$ cat config.mk
export PLATFORM = sky130hd
export DESIGN_NAME = fsmc_bus_master
export DESIGN_NICKNAME = d
export VERILOG_FILES = /design/src/rtl/fsmc_bus_master.sv
export SDC_FILE = /design/constraint.sdc
export NUM_CORES = 1
export LEC_CHECK = 0
export BUFFER_PORTS_ARGS = -buffer_cell sky130_fd_sc_hd__clkbuf_2
export CAP_MARGIN = 20
export CORE_MARGIN = 2
export CORE_UTILIZATION = 45
export DETAILED_ROUTE_END_ITERATION = 10
export PLACE_DENSITY = 0.76
export SLEW_MARGIN = 40
export SYNTH_ARGS = -nofsm -noshare
export SYNTH_HDL_FRONTEND = slang
export SYNTH_SLANG_ARGS = --single-unit
$ cat constraint.sdc
create_clock -name clk -period 2.9 [get_ports clk]
set_clock_uncertainty 0.15 [all_clocks]
set_input_delay 0 -clock clk [delete_from_list [all_inputs] [get_ports clk]]
set_output_delay 0 -clock clk [all_outputs]
set_load 0.01 [all_outputs]
$ cat src/rtl/fsmc_bus_master.sv
// fsmc_bus_master: initiator for an asynchronous SRAM-style FSMC/FMC bus.
// Accepts single-word read/write commands on a valid/ready interface and plays
// them out as SETUP -> DATA -> HOLD -> TURN bus cycles. Every output is a flop.
// Optional macro FSMC_NWAIT_EN: synchronised bus_nwait stretches the last DATA
// cycle, with a 256-cycle timeout that forces HOLD (reads return 16'hDEAD).

`timescale 1ns / 1ps

module fsmc_bus_master #(
    parameter int unsigned ADDSET  = 2,
    parameter int unsigned DATAST  = 3,
    parameter int unsigned BUSTURN = 1
) (
    input  logic        clk,
    input  logic        reset,
    input  logic        cmd_valid,
    output logic        cmd_ready,
    input  logic        cmd_write,
    input  logic [19:0] cmd_addr,
    input  logic [15:0] cmd_wdata,
    input  logic [1:0]  cmd_be,
    output logic        rsp_valid,
    output logic [15:0] rsp_rdata,
    output logic        busy,
    output logic [19:0] bus_addr,
    output logic        bus_ne,
    output logic        bus_noe,
    output logic        bus_nwe,
    output logic [1:0]  bus_nbl,
    output logic [15:0] bus_dout,
    output logic        bus_doe,
    input  logic [15:0] bus_din,
    input  logic        bus_nwait
);

    // Phase lengths must fit the 4-bit phase counter and be non-zero.
    if (ADDSET < 1 || ADDSET > 15) begin : g_bad_addset
        $error("fsmc_bus_master: ADDSET must be 1..15");
    end
    if (DATAST < 1 || DATAST > 15) begin : g_bad_datast
        $error("fsmc_bus_master: DATAST must be 1..15");
    end
    if (BUSTURN < 1 || BUSTURN > 15) begin : g_bad_busturn
        $error("fsmc_bus_master: BUSTURN must be 1..15");
    end

    localparam logic [3:0] ADDSET_LD  = 4'(ADDSET - 1);
    localparam logic [3:0] DATAST_LD  = 4'(DATAST - 1);
    localparam logic [3:0] BUSTURN_LD = 4'(BUSTURN - 1);

    localparam logic [2:0] StIdle  = 3'd0;
    localparam logic [2:0] StSetup = 3'd1;
    localparam logic [2:0] StData  = 3'd2;
    localparam logic [2:0] StHold  = 3'd3;
    localparam logic [2:0] StTurn  = 3'd4;

    logic [2:0]  r_state;
    logic [3:0]  r_cnt;
    logic        r_write;
    logic        r_cmd_ready;
    logic        r_rsp_valid;
    logic [15:0] r_rsp_rdata;
    logic        r_busy;
    logic [19:0] r_bus_addr;
    logic        r_bus_ne;
    logic        r_bus_noe;
    logic        r_bus_nwe;
    logic [1:0]  r_bus_nbl;
    logic [15:0] r_bus_dout;
    logic        r_bus_doe;

    logic        w_accept;
    logic        w_data_last;
    logic        w_stall;
    logic        w_timeout;

    assign w_accept    = (r_state == StIdle) && r_cmd_ready && cmd_valid;
    assign w_data_last = (r_state == StData) && (r_cnt == 4'd0);

`ifdef FSMC_NWAIT_EN
    logic       r_nwait_s1;
    logic       r_nwait_s2;
    logic [8:0] r_wait_cnt;

    // Two-flop synchroniser for the asynchronous wait input.
    always_ff @(posedge clk or posedge reset) begin
        if (reset) begin
            r_nwait_s1 <= 1'b1;
            r_nwait_s2 <= 1'b1;
        end else begin
            r_nwait_s1 <= bus_nwait;
            r_nwait_s2 <= r_nwait_s1;
        end
    end

    // Count cycles the last DATA cycle has been stretched by wait.
    always_ff @(posedge clk or posedge reset) begin
        if (reset) begin
            r_wait_cnt <= 9'd0;
        end else if (w_accept) begin
            r_wait_cnt <= 9'd0;
        end else if (w_stall) begin
            r_wait_cnt <= r_wait_cnt + 9'd1;
        end
    end

    assign w_stall   = w_data_last && !r_nwait_s2 && (r_wait_cnt != 9'd256);
    assign w_timeout = w_data_last && !r_nwait_s2 && (r_wait_cnt == 9'd256);
`else
    logic w_unused_nwait;
    assign w_unused_nwait = bus_nwait;
    assign w_stall        = 1'b0;
    assign w_timeout      = 1'b0;
`endif

    // Bus cycle sequencer; all outputs are registered here.
    always_ff @(posedge clk or posedge reset) begin
        if (reset) begin
            r_state     <= StIdle;
            r_cnt       <= 4'd0;
            r_write     <= 1'b0;
            r_cmd_ready <= 1'b0;
            r_rsp_valid <= 1'b0;
            r_rsp_rdata <= 16'h0000;
            r_busy      <= 1'b0;
            r_bus_addr  <= 20'h00000;
            r_bus_ne    <= 1'b1;
            r_bus_noe   <= 1'b1;
            r_bus_nwe   <= 1'b1;
            r_bus_nbl   <= 2'b11;
            r_bus_dout  <= 16'h0000;
            r_bus_doe   <= 1'b0;
        end else begin
            r_rsp_valid <= 1'b0;
            case (r_state)
                StIdle: begin
                    // Ready rises one edge after reset and stays up until a command lands.
                    r_cmd_ready <= 1'b1;
                    if (w_accept) begin
                        r_cmd_ready <= 1'b0;
                        r_busy      <= 1'b1;
                        r_write     <= cmd_write;
                        r_state     <= StSetup;
                        r_cnt       <= ADDSET_LD;
                        r_bus_ne    <= 1'b0;
                        r_bus_addr  <= cmd_addr;
                        r_bus_nbl   <= ~cmd_be;
                        if (cmd_write) begin
                            r_bus_dout <= cmd_wdata;
                            r_bus_doe  <= 1'b1;
                        end
                    end
                end
                StSetup: begin
                    if (r_cnt != 4'd0) begin
                        r_cnt <= r_cnt - 4'd1;
                    end else begin
                        r_state   <= StData;
                        r_cnt     <= DATAST_LD;
                        r_bus_noe <= r_write;
                        r_bus_nwe <= ~r_write;
                    end
                end
                StData: begin
                    if (r_cnt != 4'd0) begin
                        r_cnt <= r_cnt - 4'd1;
                    end else if (!w_stall) begin
                        r_state   <= StHold;
                        r_bus_noe <= 1'b1;
                        r_bus_nwe <= 1'b1;
                        if (!r_write) begin
                            r_rsp_rdata <= w_timeout ? 16'hDEAD : bus_din;
                        end
                    end
                end
                StHold: begin
                    // Strobe is already high; now release chip select and the pad.
                    r_state     <= StTurn;
                    r_cnt       <= BUSTURN_LD;
                    r_bus_ne    <= 1'b1;
                    r_bus_doe   <= 1'b0;
                    r_bus_nbl   <= 2'b11;
                    r_rsp_valid <= 1'b1;
                end
                StTurn: begin
                    if (r_cnt != 4'd0) begin
                        r_cnt <= r_cnt - 4'd1;
                    end else begin
                        r_state     <= StIdle;
                        r_busy      <= 1'b0;
                        r_cmd_ready <= 1'b1;
                    end
                end
                default: begin
                    r_state <= StIdle;
                    r_busy  <= 1'b0;
                end
            endcase
        end
    end

    assign cmd_ready = r_cmd_ready;
    assign rsp_valid = r_rsp_valid;
    assign rsp_rdata = r_rsp_rdata;
    assign busy      = r_busy;
    assign bus_addr  = r_bus_addr;
    assign bus_ne    = r_bus_ne;
    assign bus_noe   = r_bus_noe;
    assign bus_nwe   = r_bus_nwe;
    assign bus_nbl   = r_bus_nbl;
    assign bus_dout  = r_bus_dout;
    assign bus_doe   = r_bus_doe;

endmodule

# Yosys cells after proc, flatten, opt, wreduce, memory -nomap -nowiden
# Index checks and enable logic that the tools add are counted.
dict set report totals {
  reg_bits 69
  in_bits 59
  output_inout_bits 61
  word_cells 76
}
dict set report op_classes {
  addsub 1
  eq_ne 10
  muxes 27
  n_bitwise 4
  n_reduce_logical 20
}
# operator count
set ops {}
lappend ops {{$reduce_and 3->1} 6}
lappend ops {{$pmux 4 s4} 1}
lappend ops {{$pmux 3 s5} 1}
lappend ops {{$mux 3} 4}
lappend ops {{$mux 4} 3}
lappend ops {{$mux 1} 10}
lappend ops {{$ne 2x2->1 const B} 5}
lappend ops {{$pmux 1 s2} 5}
lappend ops {{$reduce_bool 4->1} 2}
lappend ops {{$eq 3x2->1 const B} 2}
lappend ops {{$reduce_and 2->1} 3}
lappend ops {{$reduce_bool 2->1} 3}
lappend ops {{$pmux 2 s2} 1}
lappend ops {{$reduce_and 4->1} 1}
lappend ops {{$sub 4x1->4 const B} 1}
lappend ops {{$eq 3x1->1 const B} 1}
lappend ops {{$eq 3x3->1 const B} 1}
lappend ops {{$logic_not 3->1} 1}
lappend ops {{$not 1->1} 3}
lappend ops {{$pmux 1 s3} 1}
lappend ops {{$reduce_or 3->1} 1}
lappend ops {{$logic_and 1x1->1} 2}
lappend ops {{$mux 2} 1}
lappend ops {{$ne 2x1->1 const B} 1}
lappend ops {{other kinds (2)} 2}

# Depth between registers and ports, before layout
dict set report depth {
  word_depth 5
  mapped_depth 7
}

# Worst setup path after synthesis
# OpenSTA, ideal clock, no wires.
dict set report synth_path {
  path_type {register to register}
  startpoint {register r_cnt[0]}
  endpoint {register r_rsp_rdata[0], in the netlist rsp_rdata[0]}
  setup_time_ps 125
  t_arrival_ps 1926
  path_slack_ps 699
  path_stages_with_launch 8
  path_buffers 2
  period_less_slack_ps 2201
  cell_sequence {dfrtp_1 > inv_1 > ha_1 > or3b_1 > or3_1 > buf_6 > buf_6 > mux2_4}
}
dict set report synth_between {
  elab_chain_cells 3
}
# item line
set synth_lines {}
lappend synth_lines {{start, declared} 58} ;# logic [3:0] r_cnt;
lappend synth_lines {{start signal, assigned} 156} ;# r_cnt <= r_cnt - 4'd1;
lappend synth_lines {{start signal, assigned} 166} ;# r_cnt <= r_cnt - 4'd1;
lappend synth_lines {{start signal, assigned} 187} ;# r_cnt <= r_cnt - 4'd1;
lappend synth_lines {{$reduce_bool 4->1} 165} ;# if (r_cnt != 4'd0) begin
lappend synth_lines {{$not 1->1 (no source line)} n/a}
lappend synth_lines {{$reduce_and 3->1 (no source line)} n/a}
lappend synth_lines {{end signal, assigned} 172} ;# r_rsp_rdata <= w_timeout ? 16'hDEAD : bus_din;
lappend synth_lines {{end, declared} 62} ;# logic [15:0] r_rsp_rdata;
# No other way between the ends.
# A chain may end at the register's enable or synchronous reset.

# Worst setup path in the final report
# Ends and elaborated chain as after synthesis.

==> impl_metrics.yaml <==
placed_design:
  io_buffer_count: 118
  gp_congestion: 0.8380
  hpwlAfterDp_um: 4519
  post-place-ws_ns: 0.4085
critical_path:
  cp_data_arrival_time_ns: 2.51
  cp_cell_sequence: "inv_1, ha_1, or3b_1, or3_2, mux2_4"
  cp-end-kind: "flip-flop"
  startpoint_type: "flip-flop"
  crit_type: "reg2reg"
  ff2ff_path_depth: 5
  slowest_stage: "or3_2"
  crit_fanout: 16
  slowest_delay_ns: 0.70
  required_ns: 2.97
floorplan:
  core_sq_mm: 0.006277
  io_pins: 120
  initial_utilization_pct: 46.04
  dieArea_sq_mm: 0.007080
  row_count: 29
  die_h_um: 84.14
  die_x_um: 84.14
synthesis:
  synth_compound_area_share_pct: 5.584
  yosysWarnings: 0
  syn-num-nets: 312
  yosysTopAreaCellShare_pct: 55.41
  ys_seq_area_share_pct: 59.96
  yosys.area.top_type: "dfrtp_1"
  synth-edff-count: 0
  synth_cell_types: 38
  syn_inst: 252
  synth-seq-cells: 69
  avgSynthCellArea_sq_um: 11.47
  yosys-mux-area-fraction_pct: 14.11
  synthArstFlopShare_pct: 100.0
  synth_top_family_by_area: "simple AND/OR/NAND/NOR gates"
  synthAdderAreaFrac_pct: 0.4329
  yosys.area_share.simple_pct: 16.15
  ys.flop_type: "dfrtp_1"
  yosysMostFrequentCell: "nand2_1"
  synth_area_sq_mm: 0.002890
  ys_top_cells_by_count: "74 x nand2_1, 64 x dfrtp_1, 22 x mux2_2, 10 x clkbuf_1, 10 x mux2_4"
  synthTopCellsByArea: "dfrtp_1 55%, nand2_1 9.6%, mux2_2 8.6%"
  synthXorXnorAreaFrac_pct: 0.6061
finish:
  diodes: 0
  finalNetCount: 491
  drive_gt1_share_pct: 42.20
  area_growth_pct: 50.17
grt:
  antenna_found_initial: 0
  grt_usage_pct: 23.07
  grt-ovfl-total: 0
  grt_first_pass_wirelength_um: 12930
  grt_max_degree: 32
  grt_pass1_vias: 2737
route:
  drt-met1-wl_um: 3210
  drc_errors: 0
  drtIter0Drc: 119
  vias: 2523
  wl_met2_um: 3618
  wl_per_cell_um: 14.84
  drtPass1Iterations: 4
  ant_nets: 0
  viasPerCell: 4.918
  dr_wl_met3_um: 642
  top_layer: "met4"
  drt-total-wl_um: 7612
cts:
  cts_max_level: 3
  postCtsSetupBuffers: 0
  cts_resized: 0
  cts-root-buf: "clkbuf_8"
  clockBufferDepth: 2
  clock_latency_ns: 0.34
  clock-sinks: 69
  postCtsHoldBufs: 57
  numCtsBuffers: 9
  cts.clk_slew.worst_paths_ns: 0.07
  tritoncts: "built"
sta:
  slew_headroom_pct: 57.30
  finalSetupViolCount: 0
  finalCriticalPeriod_ns: 2.444
  maxSlewViolCount: 0
  fin_ws_ns: 0.4556
  fmax_mhz: 409.1
  tightest_slew_ns: 0.6395
  setup-tns-final_ns: 0
  rsz0062_at_grt: "no"
  finalCritPeriodShare_pct: 84.29
  hold_violations: 0
job:
  max_cap_violations: 0
min_path:
  min_path_type: "in2async"
pwr:
  p_leak_nw: 2.246
  power_w: 0.004407
  power_density_mw_per_mm2: 1015
  worst_ir_drop_vdd_v: 0.0006433
outcome:
  status: "finished clean"
[worst max-delay path, delay by kind of cell (launching register included)]
kind | cells | cell delay, ns
simple gates | 2 | 1.07
flops | 1 | 0.42
mux | 1 | 0.37
fa+ha+maj | 1 | 0.19
buf+inv | 1 | 0.11
[state kept, by name, indices dropped and copies added (netlist names)]
name / count
bus_addr: 20
bus_doe: 1
bus_dout: 16
bus_nbl: 2
bus_ne: 1
bus_noe: 1
bus_nwe: 1
busy: 1
cmd_ready: 1
r_cnt: 4
r_state: 3
r_write: 1
rsp_rdata: 16
rsp_valid: 1
[per-stage QoR]
stage,util [%],area [sq um],cells,hold slack (ns)
CTS,69.13,4339,513,0.1532
finish,69.14,4340,513,0.1312
floorplan,-,2890,252,-0.05677
global route,69.14,4340,513,0.2097
detailed placement,56.69,3558,440,-0.03367
global placement,56.67,3557,440,-0.03948
[cells in the final DEF (no fill, tap or decap), types with 2 or more instances in the layout]
| cell | count |
|---|---|
| buf_4 | 7 |
| dlygate4sd3_1 | 57 |
| mux2_2 | 22 |
| inv_1 | 4 |
| clkbuf_2 | 118 |
| clkbuf_8 | 11 |
| nand2_1 | 74 |
| nand3_1 | 4 |
| o211ai_1 | 4 |
| nor3_1 | 2 |
| and3_1 | 2 |
| nor3b_1 | 4 |
| clkinvlp_4 | 2 |
| o21ai_0 | 6 |
| mux2_4 | 10 |
| nand2b_1 | 3 |
| dfstp_2 | 5 |
| a211o_1 | 2 |
| dfrtp_1 | 64 |
| a21oi_1 | 7 |
| nor2_1 | 5 |
[layout make-up]
| class | instances | area, sq um |
|---|---|---|
| clock buffer | 11 | 151.4 |
| clock inverter | 5 | 58.81 |
| fill | 450 | 1937 |
| inverter | 5 | 18.77 |
| multi-input combinational | 164 | 1069 |
| sequential | 69 | 1733 |
| tap | 77 | 96.34 |
| timing repair buffer | 182 | 1214 |
[metal layers]
layer	track usage (%)	up-vias
li1	-	1207
met1	28.99	1193
met2	37.88	110
met3	6.686	13
met4	8.944	0
met5	0	-
[report_power, final]
part,switching [W],internal (W)
Sequential,0.000340,0.00145
Clock,0.000363,0.000444
Combinational,0.000919,0.000888
Total,0.00162,0.00279
[final timing paths]
kind / startpoint / to / slack (ns)
min: reset / rsp_rdata[12] / 0.13
min in group clk: cmd_be[1] / bus_nbl[1] / 0.23
max in group asynchronous: reset / bus_nbl[1] / 1.68
min reg2reg: bus_ne / bus_ne / 0.31
max reg2reg: r_cnt[0] / rsp_rdata[0] / 0.46
max: r_cnt[0] / rsp_rdata[0] / 0.46
[logic make-up (layout without fill, tap and decap cells)]
group                      Yosys count  in the layout
xor gates and xnor gates             2              2
DFF                                 69             69
muxes                               33             33
and+or+nand+nor                    103            103
buffers and inverters               19            203
adders and majority gates            1              1
AOI/OAI and AO/OA                   25             25
Power figures use the tool's default switching activity.
